==> src/rtl/windowed_channel_averager.sv <==
// windowed_channel_averager
//   Multi-channel moving-window averager for a time-multiplexed sample
//   stream. Each channel owns a circular window of the last WINDOW samples
//   and a running sum. Every accepted sample produces one result, either
//   the window average (sum >>> LOG2_WINDOW) or the raw sum.
//
// Ports
//   clock        system clock
//   reset        asynchronous, active-low reset
//   clear        synchronous flush of all windows, sums and counters
//   in_data      signed input sample
//   in_channel   channel index of in_data
//   in_valid     sample present
//   in_ready     block can accept a sample
//   out_data     signed windowed result
//   out_channel  channel of out_data
//   out_valid    result present
//   out_ready    downstream accepts the result
//   out_full     result channel has seen >= WINDOW samples since last flush
module windowed_channel_averager #(
  parameter  int DATA_WIDTH  = 16,
  parameter  int N_CHANNELS  = 4,
  parameter  int WINDOW      = 8,
  parameter  int SUM_MODE    = 0,
  localparam int CH_WIDTH    = (N_CHANNELS > 1) ? $clog2(N_CHANNELS) : 1,
  localparam int LOG2_WINDOW = $clog2(WINDOW),
  localparam int ACC_WIDTH   = DATA_WIDTH + LOG2_WINDOW,
  localparam int OUT_WIDTH   = (SUM_MODE != 0) ? ACC_WIDTH : DATA_WIDTH
) (
  input  logic                        clock,
  input  logic                        reset,
  input  logic                        clear,
  input  logic signed [DATA_WIDTH-1:0] in_data,
  input  logic        [CH_WIDTH-1:0]   in_channel,
  input  logic                        in_valid,
  output logic                        in_ready,
  output logic signed [OUT_WIDTH-1:0]  out_data,
  output logic        [CH_WIDTH-1:0]   out_channel,
  output logic                        out_valid,
  input  logic                        out_ready,
  output logic                        out_full
);

  localparam int CNT_WIDTH = $clog2(WINDOW + 1);

  if ((WINDOW < 2) || ((WINDOW & (WINDOW - 1)) != 0)) begin : g_bad_window
    $error("windowed_channel_averager: WINDOW must be a power of two >= 2");
  end

  typedef enum logic {S_INIT, S_RUN} state_t;

  state_t                        r_state;
  logic [LOG2_WINDOW-1:0]        r_idx;
  logic signed [DATA_WIDTH-1:0]  r_buf [N_CHANNELS][WINDOW];
  logic signed [ACC_WIDTH-1:0]   r_sum [N_CHANNELS];
  logic [LOG2_WINDOW-1:0]        r_ptr [N_CHANNELS];
  logic [CNT_WIDTH-1:0]          r_cnt [N_CHANNELS];

  logic signed [OUT_WIDTH-1:0]   r_out_data;
  logic [CH_WIDTH-1:0]           r_out_channel;
  logic                          r_out_valid;
  logic                          r_out_full;

  logic                          w_ch_ok;
  logic                          w_accept;
  logic                          w_take;
  logic signed [DATA_WIDTH-1:0]  w_old;
  logic signed [ACC_WIDTH-1:0]   w_new_sum;
  logic signed [ACC_WIDTH-1:0]   w_result;
  logic [CNT_WIDTH-1:0]          w_cnt_next;

  // Channel indices beyond N_CHANNELS can only occur when N_CHANNELS is
  // not a power of two; such samples are consumed and ignored.
  if (N_CHANNELS == (1 << CH_WIDTH)) begin : g_ch_full
    assign w_ch_ok = 1'b1;
  end else begin : g_ch_part
    assign w_ch_ok = (in_channel < CH_WIDTH'(N_CHANNELS));
  end

  // One-deep output register: a new sample may enter whenever the held
  // result is absent or leaving this cycle.
  assign in_ready = (r_state == S_RUN) && (!r_out_valid || out_ready);
  assign w_accept = in_valid && in_ready && !clear;
  assign w_take   = w_accept && w_ch_ok;

  always_comb begin
    w_old      = '0;
    w_new_sum  = '0;
    w_cnt_next = '0;
    if (w_ch_ok) begin
      w_old      = r_buf[in_channel][r_ptr[in_channel]];
      w_new_sum  = r_sum[in_channel] + ACC_WIDTH'(in_data) - ACC_WIDTH'(w_old);
      w_cnt_next = (r_cnt[in_channel] == CNT_WIDTH'(WINDOW)) ? r_cnt[in_channel]
                                                              : r_cnt[in_channel] + 1'b1;
    end
    w_result = (SUM_MODE != 0) ? w_new_sum : (w_new_sum >>> LOG2_WINDOW);
  end

  // Window storage has no reset; the INIT sweep zeroes it after every
  // reset release or clear before any sample is accepted.
  always_ff @(posedge clock) begin
    if (r_state == S_INIT) begin
      for (int unsigned c = 0; c < N_CHANNELS; c++) begin
        r_buf[c][r_idx] <= '0;
      end
    end else if (w_take) begin
      r_buf[in_channel][r_ptr[in_channel]] <= in_data;
    end
  end

  always_ff @(posedge clock or negedge reset) begin
    if (!reset) begin
      r_state       <= S_INIT;
      r_idx         <= '0;
      r_out_data    <= '0;
      r_out_channel <= '0;
      r_out_valid   <= 1'b0;
      r_out_full    <= 1'b0;
      for (int unsigned c = 0; c < N_CHANNELS; c++) begin
        r_sum[c] <= '0;
        r_ptr[c] <= '0;
        r_cnt[c] <= '0;
      end
    end else if (clear) begin
      r_state     <= S_INIT;
      r_idx       <= '0;
      r_out_valid <= 1'b0;
    end else begin
      case (r_state)
        S_INIT: begin
          for (int unsigned c = 0; c < N_CHANNELS; c++) begin
            r_sum[c] <= '0;
            r_ptr[c] <= '0;
            r_cnt[c] <= '0;
          end
          r_idx <= r_idx + 1'b1;
          if (r_idx == LOG2_WINDOW'(WINDOW - 1)) begin
            r_state <= S_RUN;
          end
        end
        S_RUN: begin
          if (r_out_valid && out_ready) begin
            r_out_valid <= 1'b0;
          end
          if (w_take) begin
            r_sum[in_channel] <= w_new_sum;
            // WINDOW is a power of two, so the pointer wraps naturally.
            r_ptr[in_channel] <= r_ptr[in_channel] + 1'b1;
            r_cnt[in_channel] <= w_cnt_next;
            r_out_data        <= w_result[OUT_WIDTH-1:0];
            r_out_channel     <= in_channel;
            r_out_full        <= (w_cnt_next == CNT_WIDTH'(WINDOW));
            r_out_valid       <= 1'b1;
          end
        end
        default: r_state <= S_INIT;
      endcase
    end
  end

  assign out_data    = r_out_data;
  assign out_channel = r_out_channel;
  assign out_valid   = r_out_valid;
  assign out_full    = r_out_full;

endmodule
==> config.mk <==
export PLATFORM = sky130hd
export DESIGN_NAME = windowed_channel_averager
export DESIGN_NICKNAME = d
export VERILOG_FILES = /design/src/rtl/windowed_channel_averager.sv
export SDC_FILE = /design/constraint.sdc
export NUM_CORES = 1
export LEC_CHECK = 0
export CORE_ASPECT_RATIO = 1.75
export CORE_MARGIN = 4
export CORE_UTILIZATION = 45
export CTS_CLUSTER_DIAMETER = 200
export DETAILED_ROUTE_END_ITERATION = 12
export DONT_BUFFER_PORTS = 1
export HOLD_SLACK_MARGIN = 0.12
export PLACE_DENSITY = 0.62
export SLEW_MARGIN = 25
export SYNTH_ARGS = -nofsm -noshare
export SYNTH_HDL_FRONTEND = slang
export SYNTH_SLANG_ARGS = --single-unit
==> constraint.sdc <==
create_clock -name clock -period 3.84 [get_ports clock]
set_input_delay 0.768 -clock clock [delete_from_list [all_inputs] [get_ports clock]]
set_output_delay 0.768 -clock clock [all_outputs]
set_load 0.1 [all_outputs]
-- After elaboration in Yosys (flattened, before gate mapping)
Memory sizes are Yosys's and may differ from the RTL's.
Index checks and enable logic that the tools add are counted.
- register bits: 128
- bits in writable memories: 512
- output and inout port bits: 21
- word-level logic and storage cells: 104
- memories: 1
- add/sub/neg operators: 5
- magnitude comparators: 6
- equality and inequality tests: 5
- multiplexer cells: 48
- bitwise gates (word level): 5
- reduce and logical (&&, ||, !) cells: 16
- memories (name ; words ; width ; read ports ; clocked after Yosys merged registers in ; write ports ; line ; source):
    r_buf ; 4 ; 128 ; 1 ; 0 ; 4 ; 54 ; logic signed [DATA_WIDTH-1:0] r_buf [N_CHANNELS][WINDOW];
- operators by type and width (cell ; number):
    $mux 128 ; 4
    $pmux 76 s2 ; 1
    $reduce_or 128->1 ; 1
    $demux 16 s3 ; 2
    $mux 16 ; 5
    $bwmux 76 ; 1
    $mux 76 ; 1
    $mux 19 ; 3
    $bmux 16 s3 ; 1
    $bmux 19 s2 ; 1
    $demux 19 s2 ; 1
    $pmux 16 s2 ; 1
    $pmux 12 s2 ; 1
    $add 19x16->19 ; 1
    $sub 19x16->19 ; 1
    $bwmux 16 ; 1
    $mux 4 ; 4
    $mux 3 ; 5
    $bwmux 12 ; 1
    $mux 12 ; 1
    $mux 1 ; 9
    $bmux 4 s2 ; 1
    $demux 4 s2 ; 1
    $eq 4x4->1 const B ; 2
    22 further kinds ; 35

-- Depth between registers and ports, before layout
- word-level depth: 12
- gate-level depth with buffers: 20

-- Least setup slack after synthesis
OpenSTA, ideal clock, no wires.
- path kind: input port to flip-flop
- start point: input in_channel[0]
- end point: register r_sum[18] in the netlist's numbering
- setup time: 0.122 ns
- arrival time: 4.616 ns
- data required time: 3.718 ns
- setup slack: -0.898 ns
- stages: 16
- path buffers: 4
- cells stage by stage: buf_6 -> buf_8 -> buf_6 -> buf_4 -> mux4_2 -> mux2_2 -> o211ai_1 -> o21ai_0 -> fa_1 -> fa_1 -> nand2b_1 -> a21oi_1 -> o2111ai_1 -> a211oi_2 -> mux2i_1 -> nand2_1
- word-level cells in the longest chain between the ends: 12
- RTL lines (what ; line ; source):
    start, declared ; 34 ; input logic [CH_WIDTH-1:0] in_channel,
    parallel branches: the longest is 9 deep, another holds $add 19x16->19 ; - ;
    $bwmux 76 * ; 146 ; r_sum[in_channel] <= w_new_sum;
    $mux 76 * ; 145 ; if (w_take) begin
    $pmux 76 s2 * ; 129 ; case (r_state)
    end signal, assigned by index ; 146 ;
    end, declared ; 55 ; logic signed [ACC_WIDTH-1:0] r_sum [N_CHANNELS];
Mark *: on every way between the ends. The select of a mux whose other input is x is not followed.
A chain may end at the register's enable or synchronous reset.

-- Worst setup path in the final report
- start point: register r_ptr[1] in the netlist's numbering
- end point: register r_out_data[15], in the netlist out_data[15]
- word-level cells in the longest chain between the ends: 8
- RTL lines (what ; line ; source):
    start, declared ; 56 ; logic [LOG2_WINDOW-1:0] r_ptr [N_CHANNELS];
    start signal, assigned by index ; 148 ; r_ptr[in_channel] <= r_ptr[in_channel] + 1'b1;
    $bmux 3 s2 ; 91 ; w_old = r_buf[in_channel][r_ptr[in_channel]];
    $mux 3 (implied by the code) (2 in series) ; 91 ;
    $not 3->4 (implied by the code) ; 91 ;
    $bmux 16 s3 ; 91 ;
    $mux 16 (implied by the code) (2 in series) ; 91 ;
    $sub 19x16->19 ; 92 ; w_new_sum = r_sum[in_channel] + ACC_WIDTH'(in_data) - ACC_WIDTH'(w_old);
    end signal, assigned ; 150 ; r_out_data <= w_result[OUT_WIDTH-1:0];
    end, declared ; 59 ; logic signed [OUT_WIDTH-1:0] r_out_data;
No other way between the ends. The select of a mux whose other input is x is not followed.

==> run metrics <==
First-pass DRT Iterations=5; Syn Area/Cell=around 14 µm²; # fillers=5416; vias in the first global route=about 20000; HP Class=input pin to asynchronous set/reset pin; Row Count=between 100 and 150; ys flop type=edfxtp_1; maxcap violations=0; largest net degree at the start of global routing=~170; Slew Limit Fails=0; Mapped Cells=2155; Skew-Pair Late Insertion Delay=roughly 0.61 ns; final wirelength=just over 90 mm; WS Path Type=flop to flop; RSZ-0062 raised after global routing=yes; f_max=0.227 GHz; Syn. warnings=0; Crit. End Element=flop; Tightest Pin Transition=1.11 ns; post-route ant nets=0; placed cell count=~3000; Req. time, crit path=roughly 4.4 ns; Peak VDD IR=about 390 µV; outcome=finished, violations left; DRC=0; GRT Overall Usage=0.252; endpoints failing hold=0; leakage=12.1 nW; # setup viols final=74; Final HPWL DP=about 58 mm; CTS clk-pin slew, worst paths=approximately 0.06 ns; via count=19600; post-place setup slack=-1.28 ns; Finished Core Util=0.534; area of the mapped netlist=~30000 µm²; Seq/Total Area, Yosys=0.625; initial antenna violation count=0; fraction of registers with async set/reset=0.200; Top Ports=44; startpoint class of the critical path=flop; commonest non-fill, non-tap cells in the layout=edfxtp_1 (512), nor3_1 (319), buf_4 (171); area delta synth->final=17.5%; Finished Layout Cells=about 3100; period utilization=1.15; Cell variety after synth=between 50 and 60; IO buf count=0; GP Congestion=0.874; Worst Skew=approximately 0.026 ns; nets=between 2000 and 2500; failing checks=negative setup slack; first-pass GRT wire length=between 100 and 150 mm; CTS tree=done; ant diodes=0; top cells by area, synth=edfxtp_1 (52%), mux4_2 (12%), dfrtp_1 (11%); Yosys top cell area share=0.517; Synthesized Nets=2221; CTS max path bufs=3; ratio of cells with drive above 1 in the final layout=0.301; Wirelength per Cell=around 29 µm; DR iter-0 viols=around 2200; crit path DAT=approximately 4.9 ns; Core Footprint=around 65000 µm²; CP Max Fanout=6; PwrDens=between 400 and 500 nW/µm²; relative slew slack=0.259; #FFs+latches synth=640; Final min period=between 4 and 5 ns; commonest non-fill, non-tap cell in the layout=edfxtp_1; CTS sink cnt=640; die height=between 300 and 400 µm; CTS Root Cell=clkbuf_16; routed vias/inst=between 6 and 7; EDFF count, synth=approximately 510; final setup margin=-0.572 ns; Die Area=~70000 µm²; grt ovf=0; CTS Buf Count=55; Initial Util=0.454; H-tree Lvls=2; Die Width=slightly above 200 µm; cell taking the most area after synthesis=edfxtp_1
==> Yosys cell counts, types with 17 or more instances <==
cell and n:
a21oi_1 43, and2_1 79, buf_1 23, buf_2 54, clkbuf_1 117, dfrtp_1 128
edfxtp_1 512, fa_1 18, ha_1 25, inv_1 47, mux2_2 31, mux2i_1 40
mux4_2 153, nand2_1 128, nand3_1 66, nor2_1 72, nor3_1 319, o211ai_1 17
o21ai_0 133
==> per-layer routing <==
layer  wire length [µm]  GRT usage
met1              30700      0.297
met3               6510     0.0342
met5                  0          0
met4               6080      0.134
met2              47600      0.447
==> cell families (layout without fill, tap and decap cells) <==
kind of cell	count (synthesis)	after routing	synth area share
DFF	640	640	0.625
AOI/OAI and AO/OA	250	250	0.0490
and+or+nand+nor	714	714	0.119
adders and majority gates	43	43	0.0226
buffers and inverters	265	373	0.0380
muxes	224	224	0.141
xor gates and xnor gates	19	19	0.00560
==> stage by stage <==
step	area, µm²	power [mW]	TNS [ns]	hold slack [ns]
global placement	32100	10.3	-80.34	0.457
CTS	34200	16.1	-26.17	0.135
detailed placement	32100	10.4	-83.92	0.465
floorplan	30100	9.54	-22.98	0.439
global route	34900	16.9	-35.63	0.167
finish	34900	16.4	-27.91	0.130
==> registers in the layout, summed over array words and instances (netlist names) <==
name / flops
out_data: 16
r_buf: 512
out_full: 1
r_state: 1
out_valid: 1
r_idx: 3
r_sum: 76
out_channel: 2
r_ptr: 12
r_cnt: 16
==> where the power goes <==
part           leakage [nW]  switching, mW  internal, mW
combinational          4.50           1.51          1.19
clock                 0.887           2.51          3.15
sequential             6.69          0.342          7.74
total                  12.1           4.36          12.1
==> layout make-up <==
type                    instances  area [µm²]  share of cell area
clock buffers                  76        1550              0.0442
clock inverters                24         248             0.00709
inverters                      60         225             0.00645
multi-input cells            1250       11200               0.321
flip-flops and latches        640       18600               0.532
well taps                     882        1100              0.0316
repair buffers                213        2020              0.0579
==> what timing repair did <==
action / CTS / global route
setup buffers: 0 / 13
pin swaps: 11 / 45
endpoints found under the hold margin: 128 / 0
cloned: 0 / 3
setup endpoints to repair: 81 / 79
hold buffers: 1 / 0
resized for setup: 55 / 155
==> worst max-delay path, cell delays in order, from the launching register on <==
cell,delay [ns]
dfrtp_1,0.40
mux4_4,0.68
buf_12,0.18
clkbuf_16,0.15
buf_4,0.14
mux2_2,0.26
o211ai_1,0.24
o21ai_2,0.13
fa_1,0.51
inv_2,0.05
ha_4,0.25
a21oi_2,0.15
o211ai_1,0.16
a21boi_4,0.21
a211oi_4,0.09
buf_12,0.15
or4_4,0.53
nand3_2,0.07
==> worst paths after layout <==
path	startpoint	endpoint	slack (ns)	cells past startpoint
min reg2reg	r_sum[1]	r_sum[1]	0.48	2
max reg2reg	r_ptr[1]	out_data[15]	-0.57	17
min in group clock	clear	out_valid	0.24	1
max	r_ptr[1]	out_data[15]	-0.57	17
max in group asynchronous	reset	r_sum[18]	3.19	1
min	reset	r_sum[53]	0.13	1
Power figures use the tool's default switching activity.
